==> src/rtl/seven_seg_capture.sv <==
// seven_seg_capture: rebuilds 8 hex digits by snooping a multiplexed active-low 7-segment bus.
// Optional SEVSEG_CAPTURE_BLANK_EN treats the all-off segment pattern as a legal blank digit.
module seven_seg_capture #(
    parameter int SETTLE_CYCLES = 4
) (
    input  logic        clk,
    input  logic        reset,
    input  logic [7:0]  an,
    input  logic [6:0]  seg,
    input  logic        clr_err,
    output logic [31:0] digits,
    output logic [7:0]  digit_valid,
    output logic        frame_done,
    output logic        err_pattern,
    output logic        err_anode
);
    typedef enum logic [1:0] {S_WAIT, S_SETTLE, S_CAPTURE, S_HOLD} state_t;

    localparam logic [7:0] SETTLE = 8'(SETTLE_CYCLES);

    function automatic logic [4:0] decode(input logic [6:0] s);
        case (s)
            7'b0000001: decode = 5'h10;
            7'b1001111: decode = 5'h11;
            7'b0010010: decode = 5'h12;
            7'b0000110: decode = 5'h13;
            7'b1001100: decode = 5'h14;
            7'b0100100: decode = 5'h15;
            7'b0100000: decode = 5'h16;
            7'b0001111: decode = 5'h17;
            7'b0000000: decode = 5'h18;
            7'b0000100: decode = 5'h19;
            7'b0001000: decode = 5'h1A;
            7'b1100000: decode = 5'h1B;
            7'b0110001: decode = 5'h1C;
            7'b1000010: decode = 5'h1D;
            7'b0110000: decode = 5'h1E;
            7'b0111000: decode = 5'h1F;
            default:    decode = 5'h00;
        endcase
    endfunction

    state_t      state_q, state_d;
    logic [7:0]  r_an_q;
    logic [6:0]  r_seg_q;
    logic [14:0] prev_q;
    logic [7:0]  cnt_q, cnt_d;
    logic [7:0]  seen_q, seen_d;
    logic [31:0] digits_q, digits_d;
    logic [7:0]  valid_q, valid_d;
    logic        frame_done_q, frame_done_d;
    logic        err_pattern_q, err_pattern_d;
    logic        err_anode_q, err_anode_d;
    logic        changed, one_low, multi_low, fire, blank;
    logic [7:0]  lows;
    logic [4:0]  dec;

    always_ff @(posedge clk) begin
        if (reset) begin
            state_q       <= S_WAIT;
            r_an_q        <= 8'hFF;
            r_seg_q       <= 7'h7F;
            prev_q        <= {8'hFF, 7'h7F};
            cnt_q         <= '0;
            seen_q        <= '0;
            digits_q      <= '0;
            valid_q       <= '0;
            frame_done_q  <= 1'b0;
            err_pattern_q <= 1'b0;
            err_anode_q   <= 1'b0;
        end else begin
            state_q       <= state_d;
            r_an_q        <= an;
            r_seg_q       <= seg;
            prev_q        <= {r_an_q, r_seg_q};
            cnt_q         <= cnt_d;
            seen_q        <= seen_d;
            digits_q      <= digits_d;
            valid_q       <= valid_d;
            frame_done_q  <= frame_done_d;
            err_pattern_q <= err_pattern_d;
            err_anode_q   <= err_anode_d;
        end
    end

    always_comb begin
        changed   = {r_an_q, r_seg_q} != prev_q;
        cnt_d     = changed ? 8'd0 : (cnt_q == SETTLE ? cnt_q : cnt_q + 8'd1);
        lows      = ~r_an_q;
        one_low   = $onehot(lows);
        multi_low = (lows != 8'd0) && !one_low;
        fire      = (state_q == S_SETTLE) && !changed && (cnt_d == SETTLE);
        dec       = decode(r_seg_q);
`ifdef SEVSEG_CAPTURE_BLANK_EN
        blank     = r_seg_q == 7'h7F;
`else
        blank     = 1'b0;
`endif
        state_d = state_q;
        case (state_q)
            S_WAIT:    state_d = (r_an_q != 8'hFF) ? S_SETTLE : S_WAIT;
            S_SETTLE:  state_d = (r_an_q == 8'hFF) ? S_WAIT : fire ? (one_low ? S_CAPTURE : S_HOLD) : S_SETTLE;
            S_CAPTURE: state_d = changed ? S_SETTLE : S_HOLD;
            default:   state_d = changed ? ((r_an_q == 8'hFF) ? S_WAIT : S_SETTLE) : S_HOLD;
        endcase
        digits_d      = digits_q;
        valid_d       = valid_q;
        seen_d        = seen_q;
        frame_done_d  = 1'b0;
        err_pattern_d = clr_err ? 1'b0 : err_pattern_q;
        err_anode_d   = clr_err ? 1'b0 : err_anode_q;
        if (fire && multi_low)
            err_anode_d = 1'b1;
        if (fire && one_low) begin
            for (int i = 0; i < 8; i++)
                if (lows[i]) begin
                    if (dec[4])
                        digits_d[4*i +: 4] = dec[3:0];
                    valid_d[i] = dec[4];
                end
            if (!dec[4] && !blank)
                err_pattern_d = 1'b1;
            seen_d = seen_q | lows;
            // A completed frame restarts the seen mask in the same cycle it pulses.
            if (seen_d == 8'hFF) begin
                frame_done_d = 1'b1;
                seen_d       = 8'h00;
            end
        end
    end

    assign digits      = digits_q;
    assign digit_valid = valid_q;
    assign frame_done  = frame_done_q;
    assign err_pattern = err_pattern_q;
    assign err_anode   = err_anode_q;
endmodule

==> config.mk <==
export PLATFORM = sky130hd
export DESIGN_NAME = seven_seg_capture
export DESIGN_NICKNAME = d
export VERILOG_FILES = /design/src/rtl/seven_seg_capture.sv
export SDC_FILE = /design/constraint.sdc
export NUM_CORES = 1
export LEC_CHECK = 0
export ABC_AREA = 0
export BUFFER_PORTS_ARGS = -buffer_cell sky130_fd_sc_hd__buf_2
export CORE_MARGIN = 5
export CORE_UTILIZATION = 55
export DETAILED_ROUTE_END_ITERATION = 16
export PLACE_DENSITY = 0.86
export SYNTH_ARGS = -nofsm -noshare
export SYNTH_HDL_FRONTEND = slang
export SYNTH_SLANG_ARGS = --single-unit
==> constraint.sdc <==
create_clock -name clk -period 5.52 [get_ports clk]
set_input_delay 0.552 -clock clk [delete_from_list [all_inputs] [get_ports clk]]
set_output_delay 0.552 -clock clk [all_outputs]
set_load 0.005 [all_outputs]
---- Word level (Yosys, flattened, before mapping) ----
Index checks and enable logic that the tools add are counted.
cells by class
  $add $sub $neg .......................... 8
  eq/ne operators ......................... 24
  multiplexer cells ....................... 18
  bitwise gates (word level) .............. 3
  reduce and logical (&&, ||, !) cells .... 28
operators with widths
  kind                 number
  $pmux 5 s16          1
  $eq 7x6->1 const B   5
  $eq 7x7->1 const B   4
  $mux 8               3
  $reduce_and 3->1     8
  $eq 8x3->1 const B   2
  $eq 8x8->1 const B   2
  $reduce_and 2->1     8
  $ne 15x15->1         1
  $eq 7x3->1 const B   2
  $eq 7x4->1 const B   2
  $mux 1               9
  $add 1x1->2          4
  $add 8x1->8 const B  1
  $mux 2               4
  $ne 8x8->1 const B   1
  $not 8->8            1
  $or 8x8->8           1
  $reduce_bool 8->1    1
  $eq 7x1->1 const B   1
  $eq 7x5->1 const B   1
  $logic_not 7->1      1
  $add 2x2->3          2
  $pmux 2 s3           1
  other kinds (10)     15
storage, ports and cells
  register bits after elaboration ......... 91
  input bits .............................. 18
  output and inout port bits .............. 43
  word-level logic and storage cells ...... 106

---- Logic depth before layout (Yosys ltp) ----
  depth after elaboration ................. 9
  mapped depth ............................ 15
  depth with buffers taken out ............ 13

---- Worst setup path before layout ----
No wires, ideal clock.
  path kind ............................... register -> register
  from .................................... register r_an_q[0]
  to ...................................... register seen_q[0]
  setup time .............................. 0.115 ns
  arrival ................................. 3.998 ns
  required time ........................... 5.405 ns
  slack ................................... 1.408 ns
  cell stages (with the launch flop) ...... 15
  buffers on the path ..................... 1
  clock period less this slack ............ 4.112 ns
  path through ............................ dfxtp_1 fa_1 inv_1 fa_1 fa_1 ha_1 inv_1 fa_1 a211oi_1 mux2i_1 nor2_1 nand3_2 clkbuf_1 o31a_2 o21a_1
between the ends
  word-level cells in the longest chain between the ends .. 6
  elaborated cells on any way between the ends .. 15
  those cells by class .................... 3 x add/sub; 4 x eq/ne; 2 x mux; 2 x bitwise; 4 x reduce/logical
RTL lines
  what                               line  RTL
  start: declaration                 44    logic [7:0] r_an_q;
  start signal: assignment           73    r_an_q <= an;
  $not 8->8                          89    lows = ~r_an_q;
  $add 1x1->2 (not written as such)  90    one_low = $onehot(lows);
  $add 2x2->3 (not written as such)  90
  $add 3x3->4 (not written as such)  90
  $eq 4x1->1                         90
  $logic_and 1x1->1                  114   if (fire && one_low) begin
  end signal: assignment             77    seen_q <= seen_d;
  end: declaration                   48    logic [7:0] seen_q, seen_d;
Parallel ways exist; a longest one is shown, timed or not.
A chain may end at the register's enable or synchronous reset.

---- Worst setup path in the final report ----
  from .................................... register r_an_q[1]
  to ...................................... register digits_q[30], in the netlist digits[30]
between the ends
  word-level cells in the longest chain between the ends .. 7
  elaborated cells on any way between the ends .. 13
  those cells by class .................... 3 x add/sub; 3 x eq/ne; 1 x mux; 1 x bitwise; 5 x reduce/logical
RTL lines
  what                               line  RTL
  $not 8->8                          89
  $add 1x1->2 (not written as such)  90
  $add 2x2->3 (not written as such)  90
  $add 3x3->4 (not written as such)  90
  $eq 4x1->1                         90
  $logic_and 1x1->1 (*)              114
  $reduce_and 3->1 (no line) (*)     --
  end signal: assignment             78    digits_q <= digits_d;
  end: declaration                   49    logic [31:0] digits_q, digits_d;
Every way passes the cells marked *; elsewhere a longest branch is shown, timed or not.

==> results_dict.tcl <==
set metrics [dict create \
    outcome "complete, no violations" \
    hold_violations 0 \
    cts_tree "done" \
    ctsResizeCount 0 \
    num-fill-cells 571 \
    cap_violations 0 \
    fin_crit_sh_pct 84.41 \
    stdcell_area_sq_um 4713 \
    path_class "reg2reg" \
    fp.dieArea_sq_um 9472 \
    synth_async_sr_flop_share_pct 0 \
    drive_gt1_share_pct 23.63 \
    worstPathMaxFanout 18 \
    finalNetCount 514 \
    htreeDepth 3 \
    synth_fp_nets 468 \
    post_cts_buffers 0 \
    die_h_um 97.33 \
    slew_violations 0 \
    multi_input_comb_area_sq_um 2143 \
    wl_um 10020 \
    synth_area_leaders "dfxtp_1, mux2i_1, nand2_1, xnor2_1, nor4_4" \
    clockRootBuffer "clkbuf_8" \
    placed_area_sq_um 4487 \
    start_kind "flop" \
    hold_buffers 0 \
    grt_pass1_wl_um 17010 \
    ys_ff_latch 91 \
    io_buffers 60 \
    grt_max_degree 35 \
    cp_slowest_stage_delay_ns 0.70 \
    worst_setup_path_end_kind "flop" \
    ff_latch_area_sq_um 1822 \
    setup_violations 0 \
    clk_transition_reported_paths_ns 0.09 \
    hold_start "seg[6]" \
    yosysTopAreaCell "dfxtp_1" \
    cts_buffers 9 \
    rows 31 \
    start_util_pct 57.21 \
    cpMostUsedCell "fa_1" \
    ys_types 61 \
    dp_hpwl_um 7101 \
    r2r-start "r_an_q[1]" \
    critical_path_arrival_ns 4.96 \
    grtUsageTotal_pct 21.91 \
    maxSlewHeadroom_pct 52.13 \
    required_ns 5.82 \
    fin_crit_ns 4.659 \
    final_common_cell "dfxtp_1" \
    fin_skew_ns 0.009345 \
    crit_slowest_cell "nor4_2" \
    ant_nets 0 \
    rsz0062_at_grt "false" \
    diodes 0 \
    drc 0 \
    grt_pass1_vias 3372 \
    max_freq_ghz 0.2146 \
    synth-edff-count 0 \
    tightest_slew_ns 0.7133 \
    drt-pass1-iter-count 5 \
    cts_sinks 91 \
    critical-path-top-delay-family "adder cells" \
    area_delta_synth_final_pct 12.38 \
    first_iter_violations 278 \
    ys_warn_count 0 \
    vias_per_cell 5.934 \
    clock_latency_ns 0.38 \
    cts_buffer_depth 2 \
    dieWidth_um 97.33 \
    overflow 0 \
    synth_top_area_share_pct 43.44 \
    final_cell_mix "dfxtp_1, buf_2, nand2_1" \
    hp-class "in2reg" \
    syn_avg_cell_area_sq_um 9.532 \
    antenna_found_initial 0 \
    p_leak_uw 0.001907 \
    syn_area_sq_um 4194 \
    ir_drop_mv 0.1645 \
    vias 3501 \
    synth_ff_type "dfxtp_1" \
    core_sq_um 7331 \
    power_density_nw_per_um2 272.3 \
    globalplace.congestion 0.9284 \
    cp_cell_sequence "fa_1, inv_1, fa_1, fa_1, ha_1, inv_1, fa_1, a211oi_1, mux2i_1, nor2_1, nand3_2, nor4_2, mux2i_1" \
    ys_seq_area_share_pct 43.44 \
    ios 61 \
    tns_ns 0 \
    path_buf_inv 2 \
    wl_per_cell_um 16.99 \
    synthCells 440 \
    crit_start "r_an_q[1]" \
]
-- cells by family after synthesis --
logic type / share of synthesized area [%]
compound gates: 11.69
xor+xnor: 4.803
fa+ha+maj: 3.699
buf+inv: 5.460
flops: 43.44
mux: 6.324
simple gates: 24.58
-- cell usage after synthesis (10+ instances only) --
cell	instances
xnor2_1	18
clkbuf_1	13
inv_1	22
dfxtp_1	91
nand3_1	15
a211oi_1	10
or2_2	20
o22ai_1	11
nand2_1	52
a21oi_1	11
mux2i_1	25
nor3_1	12
nor2_1	21
-- sequential cells by signal, indices dropped and copies added (netlist names), 2 cells and up --
signal       cells
digits          32
prev_q          15
cnt_q            8
digit_valid      8
r_an_q           8
seen_q           8
r_seg_q          7
state_q          2
-- cell type report --
cell class	instances	area share [%]
Multi-Input combinational cell	300	45.47
Sequential cell	91	38.65
Inverter	22	1.752
Clock inverter	6	1.885
Timing Repair Buffer	62	6.690
Clock buffer	10	2.920
Tap cell	99	2.628
-- routing by layer --
metal | GRT usage [%] | routed length [um]
met1 | 27.81 | 4187
met5 | 0 | 0
met4 | 10.33 | 297
met3 | 5.169 | 674
met2 | 35.19 | 4863
-- where the power goes --
| group | internal, uW | switching (uW) |
|---|---|---|
| logic | 36.1 | 50.1 |
| registers | 667 | 20.3 |
| clock network | 267 | 243 |
| total | 970 | 314 |
-- stage by stage --
step	utilization [%]	setup slack, ns	hold WS [ns]	total power [uW]	std cells
global route	64.29	0.5822	0.3360	1331	590
floorplan	-	1.408	0.4411	760.4	440
CTS	64.29	0.8878	0.3430	1285	590
detailed placement	61.21	0.9125	0.4450	785.9	574
finish	64.29	0.8605	0.3537	1284	590
global placement	61.21	1.160	0.4387	779.5	574
-- path summary, 6_finish.rpt --
kind | end | slack, ns | cells past startpoint
setup / recovery | digits[30] | 0.86 | 13
hold / removal | r_seg_q[6] | 0.35 | 2
setup reg to reg | digits[30] | 0.86 | 13
hold reg to reg | digits[25] | 0.46 | 2
Note: power is estimated with default switching activity, not from simulation.
